File: config.mk
export PLATFORM = sky130hd
export DESIGN_NAME = toysram_scan_ctrl
export DESIGN_NICKNAME = d
export VERILOG_FILES = /design/src/rtl/toysram_scan_ctrl.sv
export SDC_FILE = /design/constraint.sdc
export NUM_CORES = 1
export LEC_CHECK = 0
export CORE_UTILIZATION = 37
export DETAILED_ROUTE_END_ITERATION = 10
export SYNTH_ARGS = -nofsm -noshare
export SYNTH_HDL_FRONTEND = slang
export SYNTH_SLANG_ARGS = --single-unit
File: constraint.sdc
create_clock -name clk -period 33.3 [get_ports clk]
set_input_delay 6.66 -clock clk [delete_from_list [all_inputs] [get_ports clk]]
set_output_delay 6.66 -clock clk [all_outputs]
set_load 0.005 [all_outputs]
File: src/rtl/toysram_scan_ctrl.sv
// Scan-chain controller: pad-driven shift chains with parallel capture and shadow update registers.
// Latency: a pad scan_clk rise shifts on the 3rd core edge; scan_par (TOYSRAM_SCAN_PARITY_EN) lags one cycle.
// Backpressure: none; cap takes priority over a coincident shift strobe, and that strobe is dropped.
module toysram_scan_ctrl #(
    parameter int WIDTH  = 128,
    parameter int CHAINS = 2,
    localparam int SW    = (CHAINS > 1) ? $clog2(CHAINS) : 1
) (
    input  logic                      clk,
    input  logic                      rst_n,
    input  logic                      te,
    input  logic                      scan_clk,
    input  logic                      scan_di,
    input  logic [SW-1:0]             scan_sel,
    input  logic                      cap,
    input  logic [CHAINS*WIDTH-1:0]   par_in,
    output logic                      scan_do,
    output logic [CHAINS*WIDTH-1:0]   par_out,
    output logic                      upd_done,
    output logic                      cnt_ok,
    output logic                      scan_par
);

    localparam int MW = $clog2(WIDTH);

    typedef enum logic [1:0] {IDLE, TEST, UPDATE} state_t;

    state_t             state;
    state_t             state_next;
    logic               te_s1, te_s2, te_d;
    logic               sck_s1, sck_s2, sck_d;
    logic               di_s1, di_s2;
    logic               strobe, te_rise, te_fall;
    logic               shift_en, test_entry, shadow_load;
    logic               sel_ok;
    logic [WIDTH-1:0]   chain [CHAINS];
    logic [WIDTH-1:0]   sel_chain;
    logic [WIDTH-1:0]   cap_slice;
    logic [15:0]        cnt;
    logic [MW-1:0]      mod_cnt;

    // Pad synchronizers; scan_di goes through the same depth so it lines up with the strobe
    always_ff @(posedge clk) begin
        if (!rst_n) begin
            te_s1  <= 1'b0;
            te_s2  <= 1'b0;
            te_d   <= 1'b0;
            sck_s1 <= 1'b0;
            sck_s2 <= 1'b0;
            sck_d  <= 1'b0;
            di_s1  <= 1'b0;
            di_s2  <= 1'b0;
        end else begin
            te_s1  <= te;
            te_s2  <= te_s1;
            te_d   <= te_s2;
            sck_s1 <= scan_clk;
            sck_s2 <= sck_s1;
            sck_d  <= sck_s2;
            di_s1  <= scan_di;
            di_s2  <= di_s1;
        end
    end

    assign strobe   = sck_s2 & ~sck_d;
    assign te_rise  = te_s2 & ~te_d;
    assign te_fall  = ~te_s2 & te_d;
    assign shift_en = strobe & te_s2 & ~cap & sel_ok;

    // Select the addressed chain and capture slice; out-of-range selects read as zero
    always_comb begin
        sel_ok    = 1'b0;
        sel_chain = '0;
        cap_slice = '0;
        for (int c = 0; c < CHAINS; c++) begin
            if (SW'(c) == scan_sel) begin
                sel_ok    = 1'b1;
                sel_chain = chain[c];
                cap_slice = par_in[c*WIDTH +: WIDTH];
            end
        end
    end

    assign scan_do = sel_chain[WIDTH-1];

    // FSM state register
    always_ff @(posedge clk) begin
        if (!rst_n) state <= IDLE;
        else        state <= state_next;
    end

    // FSM next-state logic
    always_comb begin
        state_next = state;
        case (state)
            IDLE:    if (te_rise) state_next = TEST;
            TEST:    if (te_fall) state_next = UPDATE;
            UPDATE:  state_next = IDLE;
            default: state_next = IDLE;
        endcase
    end

    // FSM outputs: shadows load on the edge entering UPDATE so par_out is valid while upd_done is high
    always_comb begin
        upd_done    = (state == UPDATE);
        test_entry  = (state == IDLE) && te_rise;
        shadow_load = (state == TEST) && te_fall;
    end

    // Chains: capture beats shift; only the selected chain moves
    always_ff @(posedge clk) begin
        if (!rst_n) begin
            for (int c = 0; c < CHAINS; c++) chain[c] <= '0;
        end else begin
            for (int c = 0; c < CHAINS; c++) begin
                if (SW'(c) == scan_sel) begin
                    if (cap)           chain[c] <= cap_slice;
                    else if (shift_en) chain[c] <= {chain[c][WIDTH-2:0], di_s2};
                end
            end
        end
    end

    // Saturating shift count plus a running residue mod WIDTH, both frozen once saturated
    always_ff @(posedge clk) begin
        if (!rst_n) begin
            cnt     <= '0;
            mod_cnt <= '0;
        end else if (test_entry) begin
            cnt     <= shift_en ? 16'd1 : 16'd0;
            mod_cnt <= shift_en ? MW'(1) : '0;
        end else if (shift_en && (cnt != 16'hFFFF)) begin
            cnt     <= cnt + 16'd1;
            mod_cnt <= (mod_cnt == MW'(WIDTH-1)) ? '0 : mod_cnt + 1'b1;
        end
    end

    // Shadow registers and the word-count verdict, both refreshed only on UPDATE entry
    always_ff @(posedge clk) begin
        if (!rst_n) begin
            par_out <= '0;
            cnt_ok  <= 1'b0;
        end else if (shadow_load) begin
            for (int c = 0; c < CHAINS; c++) par_out[c*WIDTH +: WIDTH] <= chain[c];
            cnt_ok <= (cnt != 16'd0) && (mod_cnt == '0);
        end
    end

`ifdef TOYSRAM_SCAN_PARITY_EN
    // Registered parity of the selected chain
    always_ff @(posedge clk) begin
        if (!rst_n) scan_par <= 1'b0;
        else        scan_par <= ^sel_chain;
    end
`else
    assign scan_par = 1'b0;
`endif

endmodule

# Word level (Yosys, flattened, before mapping)
# Memories as Yosys holds them, arrays and structs flattened.
# Cells that the tools add are included.
[word_totals] latchBits=0 inputBits=263 out_inout_bits=260 ram_bits=256 wordCells=76 mem_count=1 romBits=0 reg_bits=290
[mem_list] memory="chain" words=2 word_bits=128 rd=2 rd_ports_with_merged_regs=0 write_ports=2 line="36" source="logic [WIDTH-1:0] chain [CHAINS];"
[classes] shift=0 reduce_logical=9 div=0 muxes=32 bitwise=13 n_lt_le_gt_ge=0 addsub=2 n_eq_ne=6 n_mul=0
[op_table] operator="two-way mux 128 bit" count=6
[op_table] operator="two-way mux 16 bit" count=2
[op_table] operator="two-way mux 7 bit" count=3
[op_table] operator="two-way mux 1 bit" count=18
[op_table] operator="adder 16 x 1 -> 16 bit (second input constant)" count=1
[op_table] operator="!= test 16 bit (second input constant)" count=1
[op_table] operator="nonzero test 16 bit" count=1
[op_table] operator="adder 7 x 1 -> 7 bit (second input constant)" count=1
[op_table] operator="equality test 7 bit (second input constant)" count=1
[op_table] operator="zero test 7 bit" count=1
[op_table] operator="bitwise AND 1 bit" count=5
[op_table] operator="logical AND 1 bit" count=4
[op_table] operator="two-way mux 2 bit" count=2
[op_table] operator="!= test 2 bit (second input constant)" count=2
[op_table] operator="inverter 1 bit" count=4
[op_table] operator="OR 1 bit" count=4
[op_table] operator="case mux 2 bit (2 select lines)" count=1
[op_table] operator="equality test 2 x 1 -> 1 bit (second input constant)" count=1
[op_table] operator="equality test 2 bit (second input constant)" count=1
[op_table] operator="zero test 2 bit" count=1
[op_table] operator="AND reduction 2 bit" count=1
[op_table] operator="nonzero test 2 bit" count=1

# Depth between registers and ports, before layout
# Gate-level depths: netlist of the first run.
[logic_depth] ltp_word=10 depth_mapped=7 ltp_nobuf=6

# Worst setup path before layout of the first run
# No wires, ideal clock.
[synth_path] path_kind="input -> register" startpoint="in scan_sel" endpoint="mem chain[0][0] (enable)" path_stages=4 arrival_ns=16.290 path_buffers=3 setup_time_ns=0.792 setup_slack_ns=16.218 path_cell_list="clkbuf_1 > clkbuf_1 > clkbuf_1 > o21ai_0"
[synth_rtl] element="start: declaration" line="14" source="input logic [SW-1:0] scan_sel,"
[synth_rtl] element="end: declaration" line="36"

# Final worst setup path of the first run
[layout_path] startpoint="in scan_sel" endpoint="out scan_do"
[layout_via] elab_chain_len=1
[layout_rtl] element="two-way mux 128 bit" line="76" source="if (SW'(c) == scan_sel) begin"
[layout_rtl] element="end: declaration" line="17" source="output logic scan_do,"
# Every way passes these cells.

==> impl.org, run 1 <==
** Floorplan
- The die is 246 µm tall.
- In this run the count of I/O pins placed on the die edge is 523.
- For this configuration, the core starts out at a cell density of 37.8%.
- After floorplanning, the core was divided into 88 placement rows.
- The die covers 0.0603 mm².
- After floorplanning, the core was sized to cover 0.0581 mm².
- The die is 246 µm wide.

** Yosys
- Seq cells post-synth :: 546
- Counting every net in the synthesized netlist gives 2559.
- Fraction of synthesized area in multiplexers :: 5.98%
- Netlist area before placement :: 0.0220 mm²
- Synth Area in Simple Gates :: 16.0%
- Commonest register cell after synthesis :: sky130_fd_sc_hd__dfxtp_1
- Counting flops with an async set or reset pin after synthesis yields a share of 0%.
- By area the synthesized netlist is led by sky130_fd_sc_hd__edfxtp_1 35%, sky130_fd_sc_hd__dfxtp_1 26%, sky130_fd_sc_hd__nand2_1 13%, sky130_fd_sc_hd__a21oi_1 6.3%, sky130_fd_sc_hd__mux2i_1 5.9%.
- Library cell with the largest summed area after synthesis :: sky130_fd_sc_hd__edfxtp_1
- Total of warnings raised by yosys :: 0
- Count of different cell masters after synthesis :: 48
- Average footprint of a synthesized cell :: 9.58 µm²
- Share of synthesized area occupied by flip-flops and latches :: 61.4%
- Summing the areas of all compound-gate instances in the mapped netlist gives 13.1% of the synthesized area.
- Summed over its instances, the top area cell type makes up 35.0% of the synthesized netlist area.
- Of the total synthesized cell area, the portion taken by XOR and XNOR cells is 0%.
- Number of cells produced by synthesis :: 2292
- Number of flops mapped to enable cells by yosys :: 256
- By area, the combinational part of the netlist is dominated by simple AND/OR/NAND/NOR gates.
- Of the total synthesized cell area, the portion taken by full adders, half adders and majority gates is 0.228%.

** Routing
- The detailed router placed 18100 vias in this run.
- DRC violation count after routing :: 0
- The detailed router finished its first iteration with 1126 violations.
- After detailed routing, the number of vias per cell comes to 5.12.
- Before antenna repair, the detailed router went through 5 iterations.
- The detail route stage leaves a number of antenna-violating nets equal to 0.
- Routed wire length :: 67000 µm
- Dividing the detail-routed wire length by the instance count gives 18.9 µm.

** Power
- Clock share of power :: 42.7%
- Worst IR Drop VDD :: 0.0000388 V
- Pleak :: 10.0 nW
- Power dissipated by switching net loads :: 0.328 mW
- Part of the total power dissipated in sequential elements :: 51.1%
- Gate power share :: 6.1%
- Net switching is 22.6% of the power.
- Total power per unit cell area :: 49.2 mW/mm²
- Cell internal power was estimated by the tool at 1.13 mW.
- Power, Total :: 1.45 mW

** Place
- DP Area :: 0.0277 mm²
- Input/output buffers :: 521
- Routability congestion estimate from global placement :: 0.837
- Number of instances in the placed design :: 3429
- Before CTS, the worst setup slack after placement is 18680 ps.
- HPWL Detailed :: 43900 µm

** STA
- Across the routed clock network, the largest skew measured is 18.2 ps.
- For the pin with the worst max-slew slack, the measured transition is 1190 ps.
- Crit path time final :: 14610 ps
- Final hold violations :: 0
- The final count of pins violating max slew was 0.
- Worst hold-check slack :: 432 ps
- Remaining max-slew budget at the tightest pin :: 20.8%
- Across all setup checks in the final design, the least slack found is 18690 ps.
- The worst path uses 43.9% of the clock period.
- Accumulated negative setup slack :: 0 ps
- FMAX :: 68.4 MHz
- Unrepaired setup endpoints after global routing :: no
- Setup violation total in the final timing report :: 0

** Cells and area
- The finished layout holds 3539 standard cells, fillers aside.
- Fin util :: 50.8%
- From synthesis to final layout, the design area changed by 34.4%.
- After routing the design area is 0.0295 mm².
- Total Nets Final :: 2991
- N_diodes :: 0
- The post-route netlist has 4.36% of its cells at a drive strength greater than 1.

** Clock tree
- Buffers inserted during clock tree synthesis total 58.
- After clock tree synthesis, the clock-pin slew on the worst setup and hold paths is 60 ps.
- In this run the deepest clock path goes through 3 buffers.
- Number of gates resized after CTS :: 0
- For this design, the CTS-stage hold fixing added 0 buffers.
- TritonCTS clock tree :: yes
- Number of H-tree branching levels :: 2
- The root buffer cell chosen for the clock tree is sky130_fd_sc_hd__clkbuf_16.
- Post CTS Setup Buffer Count :: 0
- For the worst-skew pair, the clock arrives at the later sink with an insertion delay of 610 ps.
- Number of clock sinks :: 546

** Setup path
- Largest driver fanout on the critical path :: 47
- The worst setup path is launched from an input pin.
- The critical path goes through clkbuf_8 > mux2_2 > clkdlybuf4s50_1.
- Critical path type :: in2out
- The largest single stage delay on the critical path is 450 ps.
- Critical Path AT :: 7950 ps
- In this run the worst setup path begins at scan_sel.
- Worst r2r src :: te_s2
- At the worst endpoint, the required time is 26640 ps.
- For this design, the slowest cell found on the critical path is sky130_fd_sc_hd__clkdlybuf4s50_1.
- Worst setup EP type :: output pin

** Run status
- The flow ran to the end, and the final reports show no timing, DRC or antenna violations.

** Global routing
- Leftover overflow at the end of global routing :: 0
- The number of global-route vias before repair came to 17400.
- Global-route usage over all layers :: 21.4%
- The first global-routing pass estimated 101000 µm of wire.
- The initial antenna violation count is 0.
- Maximum number of pins on one net before global-route repair :: 97

** Run
- The tool flagged a number of max-cap violations equal to 0.

** Worst hold path
- The worst hold path belongs to the class reg2reg.
- In this run the most critical hold path is launched from sck_s1.
[routing by layer]
metal / part of all wire, % / global-route usage, % / wire length (µm) / vias up
met5: 0 / 0 / 0 / -
met4: 3.6 / 8.53 / 2410 / 0
met3: 7.4 / 5.51 / 4990 / 121
met2: 48 / 35.4 / 31900 / 588
met1: 41 / 26.7 / 27700 / 8673
li1: - / - / - / 8748
[worst max-delay path: cells and delay by family]
family | cells | cell delay (ps)
buffers and inverters | 2 | 830
multiplexers | 1 | 400
[registers in the layout, indices dropped and copies added, names as in the netlist, 2 cells and up]
register / count
chain: 256
cnt: 16
par_out: 256
mod_cnt: 7
state: 2
[synth_stat cells, drive strengths merged, types with 2 or more instances]
cell	instances
nand4bb	2
a211oi	3
o41ai	2
o21a	3
a31oi	2
mux2i	130
nor4	7
inv	10
or4	13
or3	3
a21oi	275
o21ai	260
nand2	785
nor4b	4
nand3	10
buf	26
nor2	10
edfxtp	256
and3	2
and2	10
and4	2
nand4	9
dfxtp	290
nor3	4
o31ai	11
ha	4
clkbuf	144
o31a	2
[cell families (layout without fill, tap and decap cells)]
kind of cell | Yosys count | after routing
AO/OA/AOI/OAI | 562 | 562
adder cells (fa/ha/maj) | 4 | 4
buffers and inverters | 180 | 662
flip-flops | 546 | 546
multiplexers | 131 | 131
other | 1 | 1
AND/OR/NAND/NOR | 868 | 868
[layout make-up]
cell class / instances / area, µm²
fillers: 5477 / 28600
flip-flops and latches: 546 / 13500
well taps: 765 / 957
clock inverters: 18 / 110
multi-input cells: 1566 / 7830
inverters: 10 / 45.0
repair buffers: 542 / 5380
clock buffers: 92 / 1720
[path summary, 6_finish.rpt]
| path | cells past startpoint | slack, ps | endpoint |
|---|---|---|---|
| setup / recovery | 3 | 18690 | scan_do |
| hold / removal | 1 | 430 | sck_s2 |
| setup reg to reg | 4 | 29600 | chain[1][114] |
| hold reg to reg | 1 | 430 | sck_s2 |
[layout by cell type, fill, tap and decap left out, types with 3 or more instances in the layout]
master,instances
sky130_fd_sc_hd__nor4b_1,4
sky130_fd_sc_hd__buf_4,21
sky130_fd_sc_hd__clkinvlp_4,3
sky130_fd_sc_hd__a21oi_1,274
sky130_fd_sc_hd__or3_1,3
sky130_fd_sc_hd__mux2i_1,130
sky130_fd_sc_hd__dfxtp_1,290
sky130_fd_sc_hd__o21a_1,3
sky130_fd_sc_hd__nand3_1,10
sky130_fd_sc_hd__nand2_1,783
sky130_fd_sc_hd__clkinv_1,5
sky130_fd_sc_hd__inv_1,9
sky130_fd_sc_hd__or4_1,12
sky130_fd_sc_hd__nor3_1,4
sky130_fd_sc_hd__clkinv_2,7
sky130_fd_sc_hd__nor2_1,10
sky130_fd_sc_hd__clkbuf_1,20
sky130_fd_sc_hd__a211oi_1,3
sky130_fd_sc_hd__edfxtp_1,256
sky130_fd_sc_hd__o31ai_1,11
sky130_fd_sc_hd__nand4_1,9
sky130_fd_sc_hd__clkdlybuf4s50_1,520
sky130_fd_sc_hd__clkbuf_8,15
sky130_fd_sc_hd__nor4_1,6
sky130_fd_sc_hd__clkbuf_16,58
sky130_fd_sc_hd__ha_1,4
sky130_fd_sc_hd__o21ai_0,259
sky130_fd_sc_hd__and2_1,10
[power groups by stage]
stage	Clock [mW]	Combinational, mW	Sequential (mW)
2_1_floorplan	0	0.0372	0.756
3_3_place_gp	0	0.0886	0.757
3_5_place_dp	0	0.0905	0.757
4_1_cts	0.634	0.0908	0.743
5_1_grt	0.660	0.0958	0.746
6_report	0.621	0.0891	0.743
Note: power is estimated with default switching activity, not from simulation.
==> run 2, diff against run 1 <==
clock period = 14.5 ns   (was 33.3 ns; I/O delays follow)
==> run 2 against run 1 <==
Against the previous run:
- global-route usage up 0.22 points
- utilization about the same
- sequential cell count unchanged
- register-to-register slack worse by 19000 ps
- sequential share of layout area about the same
- cell count down 0.20%
- total power up 130%
- sequential power up 130%
- hold slack better by 6.3 ps
- clock skew up 8.7 ps
==> impl.org, run 2 (synthesis gave the netlist of run 1 again) <==
** Floorplan
- Die X-Extent :: 246 µm
- Ports :: 523
- Area of the die :: 0.0603 mm²
- In this run the core area contains 88 standard-cell rows.
- Initial Utilization :: 37.8%
- Die H :: 246 µm
- After floorplanning, the core was sized to cover 0.0581 mm².

** STA
- The final hold violation count came to 0.
- Setup violation total in the final timing report :: 0
- On the final layout, the worst clock skew is 26.9 ps.
- Worst hold-check slack :: 438 ps
- At the pin with the least slew margin, the transition time is 1230 ps.
- Final max-slew violation count :: 0
- Final critical-path share of the clock period :: 48.8%
- Counting I/O delays and the setup requirement, the final critical path takes 7080 ps.
- In this run the tightest slew margin relative to its limit is 17.8%.
- Setup repair after global routing left no endpoint under its margin.
- Based on the critical path, the design can be clocked at up to 141 MHz.
- In the final timing run, aggregate negative setup slack is 0 ps.

** Worst hold path
- Hold Crit Class :: reg2reg

** Routing
- In the routed layout, each cell is associated on average with a via count of 5.16.
- Before antenna repair, the detailed router went through 5 iterations.
- Number of vias in the routed layout :: 18200
- Number of design-rule violations left by the first detailed-router iteration :: 1200
- After detailed routing, the total wire length is 67300 µm.
- After detailed routing, the number of remaining DRC violations is 0.
- In the final routed layout, each cell accounts on average for 19.1 µm.
- In this run the remaining antenna-violating nets after routing total 0.

** Power
- The design draws 3.34 mW.
- Pleak :: 10.0 nW
- Across the VDD grid, the largest voltage drop is 0.0000962 V.
- Total power per unit cell area :: 113 mW/mm²

** Run
- The tool flagged a number of max-cap violations equal to 0.

** Cells and area
- Share of post-route cells with drive strength above 1 :: 4.26%
- The area growth from synthesis to layout is 34.3%.
- Fin util :: 50.8%
- Highest-count cells in the layout ignoring fill and taps :: 783 x sky130_fd_sc_hd__nand2_1, 520 x sky130_fd_sc_hd__clkdlybuf4s50_1, 290 x sky130_fd_sc_hd__dfxtp_1
- Total Nets Final :: 2987
- The count of cells in the finished layout, fillers not included, comes to 3532.
- The repair_antennas step left the layout with diodes totalling 0.
- Regs by FF count :: chain (256), par_out (256), cnt (16)
- Leaving out fill and tap cells, the most frequent cell in the layout is sky130_fd_sc_hd__nand2_1.

** Clock tree
- CTS Buf Count :: 57
- No sink is reached through more buffers than the 3 on the longest clock path.
- The clock reaches the later pin of the worst-skew pair after 610 ps.
- The number of gates resized after CTS was 0.
- Number of clock sinks :: 546
- Root buffer cell :: sky130_fd_sc_hd__clkbuf_16
- Clock-pin slew on the worst setup and hold paths :: 50 ps
- Hold_buf cts :: 0
- Post CTS Setup Buffer Count :: 0
- TritonCTS clock tree :: yes
- Number of H-tree branching levels :: 2

** Setup path
- Critical Path RT :: 11600 ps
- Worst setup EP type :: output pin
- The worst register-to-register path has a setup slack of 10850 ps.
- Kind of launch point of the worst setup path :: input pin
- In this run the worst path has a maximum fanout of 46.
- Critical Path AT :: 4180 ps
- The critical path is of the in2out type.

** Global routing
- Entering global routing, the biggest net connects 182 pins.
- The initial antenna violation count came to 0.
- Global-route wire length before repair :: 102000 µm
- The number of global-route vias before repair came to 17500.
- Global routing used 21.7% of the available tracks across all layers.
- For this run the aggregate overflow at the end of global routing stands at 0.

** Place
- Input/output buffers :: 521
- Number of instances in the placed design :: 3426
- Routability congestion estimate from global placement :: 0.843
- HPWL Detailed :: 44700 µm

** Run status
- Outcome :: finished, final reports clean
-- run 2: changes by cell type in the layout (fill, tap and decap cells not counted) --
| cell | before | now |
|---|---|---|
| sky130_fd_sc_hd__clkinv_1 | 5 | 2 |
| sky130_fd_sc_hd__inv_6 | 2 | 0 |
| sky130_fd_sc_hd__clkbuf_1 | 20 | 19 |
| sky130_fd_sc_hd__clkinv_2 | 7 | 8 |
| sky130_fd_sc_hd__clkinvlp_4 | 3 | 2 |
| sky130_fd_sc_hd__clkinv_4 | 0 | 2 |
| sky130_fd_sc_hd__bufinv_16 | 0 | 1 |
| sky130_fd_sc_hd__buf_4 | 21 | 18 |
| sky130_fd_sc_hd__clkbuf_8 | 15 | 14 |
-- run 2: worst max-delay path, cell delays in order --
cell and delay [ps]:
sky130_fd_sc_hd__clkbuf_8 380, sky130_fd_sc_hd__mux2_2 390, sky130_fd_sc_hd__clkdlybuf4s50_1 460
-- run 2: metrics by stage --
step	cell area (µm²)	setup WS (ps)
floorplan	22000	1180
global placement	27700	7430
detailed placement	27700	7400
CTS	29500	7400
global route	29500	7350
finish	29500	7420
-- run 2: path summary, 6_finish.rpt --
check | from | endpoint | cells after the start
max reg2reg | te_s2 | chain[0][0] | 5
min | sck_s1 | sck_s2 | 1
min reg2reg | sck_s1 | sck_s2 | 1
max | scan_sel | scan_do | 3
-- run 2: layer usage --
layer,part of all wire [%],wire (µm),vias up,track usage [%]
met3,7.5,5070,101,4.57
met1,42,28100,8791,27.7
met2,48,32100,578,36.1
met5,0,0,-,0
li1,-,-,8740,-
met4,3.0,2020,0,7.67
-- run 2: area by class of cell --
type	instances	area, µm²
Timing Repair Buffer	539	5350
Inverter	10	45.0
Tap cell	765	957
Clock buffer	90	1700
Fill cell	5433	28600
Sequential cell	546	13500
Multi-Input combinational cell	1566	7830
Clock inverter	16	126
-- run 2: power breakdown --
group / leakage (nW) / internal [mW] / switching (mW)
sequential: 5.09 / 1.68 / 0.0314
clock: 0.895 / 0.821 / 0.608
combinational: 4.02 / 0.0965 / 0.108
total: 10.0 / 2.59 / 0.747
==> RTL change 1, RTL diff (settings of run 2) <==
The parameter `WIDTH` goes from 128 to 64.
--- a/src/rtl/toysram_scan_ctrl.sv
+++ b/src/rtl/toysram_scan_ctrl.sv
@@ -3,5 +3,5 @@
 // Backpressure: none; cap takes priority over a coincident shift strobe, and that strobe is dropped.
 module toysram_scan_ctrl #(
-    parameter int WIDTH  = 128,
+    parameter int WIDTH  = 64,
     parameter int CHAINS = 2,
     localparam int SW    = (CHAINS > 1) ? $clog2(CHAINS) : 1
Interface: changed (resized par_in and par_out); port bits go from 523 to 267. The function was not compared with the original's and may differ.
==> RTL change 1 against run 2 <==
- largest power group unchanged
- wire length shrank 53%
- highest routed layer unchanged
- via count decreased by 47%
- die area shrank 46%
- critical path type unchanged
- hold slack is essentially flat
- sequential cell count shrank 257
- core utilization down 0.79 points
- cell area fell by 47%
- power shrank 47%
- synthesized area shrank 46%
- setup slack got worse by 140 ps
==> RTL change 1: results (changes against run 2) <==
Status
  – Outcome: complete, no violations

Routing
  – Met1 WL: 14.1 mm (-50%)
  – Met3 wire len: 2.34 mm (-54%)
  – Vias per inst: 5.13 (-0.59%)
  – Routed len/inst: 16.8 µm (-12%)
  – Met2 wire len: 14.9 mm (-54%)
  – DRT iter0 DRCs: 716 (-40%)

Setup path
  – Crit-path max FO: 36 (-22%)
  – Worst reg-to-reg path cell count: 4 (-1)
  – CP arrival: 4310 ps (+130 ps)
  – Worst reg-to-reg setup slack: 11320 ps (+470 ps)

Finish
  – Nets: 1600 (-46%)
  – FILL cells: 2994 (-45%)
  – Share of post-route cells with drive strength above 1: 4.51% (+0.25 points)
  – Layout area overhead: 32.9%
  – Top flop regs: chain (128), par_out (128), cnt (16)

STA
  – WHS: 438 ps (-0.405 ps)
  – Final Skew: 16.6 ps (-10.3 ps)
  – Setup ws final: 7290 ps (-136 ps)
  – Hold Vio Cnt, Final: 0 (unchanged)

GRT
  – Vias in the first global route: 9309 (-47%)
  – GRT Total Usage: 19.2% (-2.4 points)
  – Largest net degree at the start of global routing: 92 (-49%)
  – First-pass GRT wire length: 50.7 mm (-50%)

Logic synthesis
  – Syn Area/Cell: 9.53 µm² (-0.61%)
  – Synth top area cells: edfxtp_1, dfxtp_1, nand2_1
  – Post-synth top cells: nand2_1, dfxtp_1, a21oi_1
  – Synth Warn #: 0 (unchanged)
  – Synthesized Nets: 1381 (-46%)
  – Synth unique cells: 46 (-4.2%)
  – Sequential area share after synthesis: 59.7% (-1.7 points)
  – Post-synth EDFFs: 128 (-50%)

Placement
  – Estimated wirelength of the detail-placed design: 20.5 mm (-54%)
  – Post-Place Cells: 1830 (-47%)
  – Gp weighted congestion: 0.791 (-6.2%)
  – Placement-stage cell area: 0.0147 mm² (-47%)
  – Buffers on Ports: 265 (-49%)

Clock tree
  – H-tree levels: 1 (-1)
  – CTS Buf Count: 31 (-46%)
  – Later-pin clock latency in the skew report: 550 ps (-60 ps)

Worst hold path
  – Hold depth: 1 (unchanged)

Power and ir drop
  – Worst VDD drop: 0.101 mV (+4.8%)
  – P_leak: 5.33 nW (-47%)
==> RTL change 1: cell count changes after synthesis, moves of 4 or more <==
cell,change
buf_1,-8
nor2_1,-4
dfxtp_1,-129
nand2_1,-388
o21ai_0,-223
mux2i_1,-64
edfxtp_1,-128
a21oi_1,-127
clkbuf_1,-91
o21ai_1,+101
buf_2,+19
==> RTL change 1: path summary, 6_finish.rpt <==
kind | startpoint | endpoint
worst max-delay path | scan_sel | scan_do
worst max register to register | te_s2 | chain[0][47]
worst min-delay path | sck_s1 | sck_s2
worst min register to register | sck_s1 | sck_s2
==> RTL change 1: critical path: stages <==
cell	delay, ps
buf_4	480
mux2_2	420
clkdlybuf4s50_1	460
==> RTL change 1: logic make-up (layout without fill, tap and decap cells) <==
family	count (synthesis)	after routing	share of synthesized area [%]
other cells	1	1	0.0317
buf+inv	100	342	3.60
mux	67	67	5.68
fa+ha+maj	4	4	0.423
compound gates	305	305	13.4
simple gates	476	476	17.1
flops	289	289	59.7
==> RTL change 1: report_power, final <==
group          internal [mW]  switching (mW)
logic                 0.0509          0.0547
clock network          0.457           0.318
registers              0.883          0.0153
==> RTL change 1: cell type report <==
cell class / instances / area share [%]
Tap cell: 402 / 3.20
Clock inverter: 6 / 0.342
Clock buffer: 50 / 5.97
Timing Repair Buffer: 275 / 17.3
Sequential cell: 289 / 44.9
Multi-Input combinational cell: 853 / 27.9
Inverter: 11 / 0.278
==> RTL change 1: layer usage <==
metal  vias to the layer above  GRT usage [%]
met1                      4609           25.5
met5                         -              0
met2                       280           32.0
met4                         0           3.52
met3                        36           4.58
li1                       4741              -
==> RTL change 2, RTL diff (config.mk and constraints of run 2) <==
Made on the original files. Register the input `par_in` before use, without a reset. The logic sees it one clock later. The other inputs are not delayed to match.
--- a/src/rtl/toysram_scan_ctrl.sv
+++ b/src/rtl/toysram_scan_ctrl.sv
@@ -25,4 +25,10 @@
 
     typedef enum logic [1:0] {IDLE, TEST, UPDATE} state_t;
+
+    logic [CHAINS*WIDTH-1:0] par_q;
+
+    always_ff @(posedge clk) begin
+        par_q <= par_in;
+    end
 
     state_t             state;
@@ -77,5 +83,5 @@
                 sel_ok    = 1'b1;
                 sel_chain = chain[c];
-                cap_slice = par_in[c*WIDTH +: WIDTH];
+                cap_slice = par_q[c*WIDTH +: WIDTH];
             end
         end
Behaviour: not the same (a bounded check fails within 4 cycles, from zero or initial values and one cycle with rst_n low).
==> RTL change 2 against run 2 <==
- sequential cell count is 256 higher
- setup slack worse by 24 ps
- maximum frequency is 0.34% lower
- cell area is 22% higher
- power is 49% higher
- synthesized area is 23% higher
- wire length is 16% higher
- via count is 9.6% higher
==> RTL change 2: results (changes against run 2) <==
Placement
  – Estimated wirelength of the detail-placed design: 51.9 mm (+16%)
  – Gp weighted congestion: 0.819 (-2.9%)
  – Post-Place Cells: 3867 (+13%)

GRT
  – Vias in the first global route: 20100 (+15%)
  – First-pass GRT wire length: 118 mm (+16%)
  – GRT Total Usage: 20.4% (-1.2 points)
  – Initial antenna violation count: 2 (+2)
  – Largest net degree at the start of global routing: 101 (-45%)

Clock tree
  – CTS Buf Count: 85 (+49%)
  – H-tree levels: 3 (+1)
  – Setup Fix Bufs, Post-CTS: 0 (unchanged)
  – Later-pin clock latency in the skew report: 630 ps (+20 ps)
  – CTS Root Cell: clkbuf_16

Setup path
  – RR Endpoint: chain[0][56]
  – Crit-path max FO: 48 (+4.3%)
  – Worst reg-to-reg path cell count: 6 (+1)
  – Worst reg-to-reg setup slack: 11400 ps (+550 ps)
  – Crit Reg-Reg Startpoint: te_s2
  – CP arrival: 4200 ps (+20 ps)

Logic synthesis
  – Sequential area share after synthesis: 68.7% (+7.3 points)
  – Post-synth top cells: nand2_1, dfxtp_1, a21oi_1
  – FFs w/ async S/R, synth: 0% (unchanged)
  – Syn Inst Count: 2541 (+11%)
  – Synth top area cells: dfxtp_1, edfxtp_1, nand2_1
  – Synth unique cells: 46 (-4.2%)
  – Top_reg_cell synth: dfxtp_1
  – Synthesized Nets: 2808 (+9.7%)
  – Synth Warn #: 0 (unchanged)

STA
  – Min cycle time layout: 7100 ps (+24.5 ps)
  – Slew headroom: 25.4% (+7.5 points)
  – Final Skew: 16.8 ps (-10.1 ps)

Finish
  – FILL cells: 6416 (+18%)
  – Finished Layout Cells: 4026 (+14%)
  – Nets: 3271 (+9.5%)
  – Share of post-route cells with drive strength above 1: 5.79% (+1.5 points)
  – Top flop regs: chain (256), par_out (256), par_q (256)

Routing
  – DRT iter0 DRCs: 1275 (+6.3%)
  – Routed len/inst: 19.4 µm (+2.0%)
  – Drt pass-1 iters: 5 (unchanged)
  – Met2 wire len: 38.9 mm (+21%)
  – Met3 wire len: 4.46 mm (-12%)
  – Met1 WL: 32.3 mm (+15%)
  – Vias per inst: 4.96 (-3.8%)

Status
  – Outcome: complete, no violations

Power and ir drop
  – Worst VDD drop: 0.0929 mV (-3.5%)
  – P_leak: 12.8 nW (+28%)

Worst hold path
  – Hold EP: te_s2
  – Hold depth: 1 (unchanged)
  – Hold path start: te_s1
RTL change 2: cell types whose count changed in the layout (fill, tap and decap cells not counted), moves of 5 or more:
cell | run 2 | this run
dfxtp_1 | 290 | 546
o21ai_1 | 0 | 120
o21ai_0 | 259 | 145
clkbuf_16 | 58 | 91
bufinv_16 | 1 | 7
inv_6 | 0 | 6
and3_1 | 1 | 6
buf_4 | 18 | 23
clkbuf_8 | 14 | 19
nand3_1 | 10 | 15
RTL change 2: kinds of logic after synthesis:
logic type / after synthesis / share of synthesized area, %
other: 1 / 0.0138
AND/OR/NAND/NOR: 865 / 12.9
adder cells (fa/ha/maj): 5 / 0.222
flip-flops: 802 / 68.7
buffers and inverters: 181 / 2.89
AO/OA/AOI/OAI: 556 / 10.5
multiplexers: 131 / 4.84
RTL change 2: worst max path at each step:
stage                     cells after the start     endpoint
after CTS                                     3      scan_do
after floorplan                               5  chain[1][0]
after global routing                          3      scan_do
after global placement                        3      scan_do
final                                         3      scan_do
after detailed placement                      3      scan_do
RTL change 2: cell type report:
type	instances	area share, %
diodes	1	0.00694
clock buffers	124	7.16
clock inverters	34	1.18
inverters	13	0.156
multi-input cells	1558	21.6
flip-flops and latches	802	51.7
well taps	950	3.30
repair buffers	544	15.0
RTL change 2: metrics by stage:
stage	hold slack, ps	setup slack (ps)	area [µm²]	power (mW)
final	435	7400	36000	4.97
after global routing	457	7330	36000	5.13
after CTS	437	7360	36000	5.02
after detailed placement	424	7360	33000	2.73
after global placement	425	7350	33000	2.72
after floorplan	412	1190	27100	2.60
RTL change 2: critical path: stages:
cell and delay [ps]:
clkbuf_8 410, mux2_2 410, clkdlybuf4s50_1 450
RTL change 2: routing by layer:
layer / track usage (%) / vias up
met5: 0 / -
met1: 24.8 / 9666
met3: 4.37 / 135
met4: 7.88 / 0
li1: - / 9584
met2: 35.3 / 575
RTL change 2: power by group:
part / switching (mW) / internal (mW) / total, mW / leakage, nW
Sequential: 0.0443 / 2.42 / 2.47 / 7.21
Combinational: 0.111 / 0.0984 / 0.209 / 4.11
Clock: 0.919 / 1.37 / 2.29 / 1.49
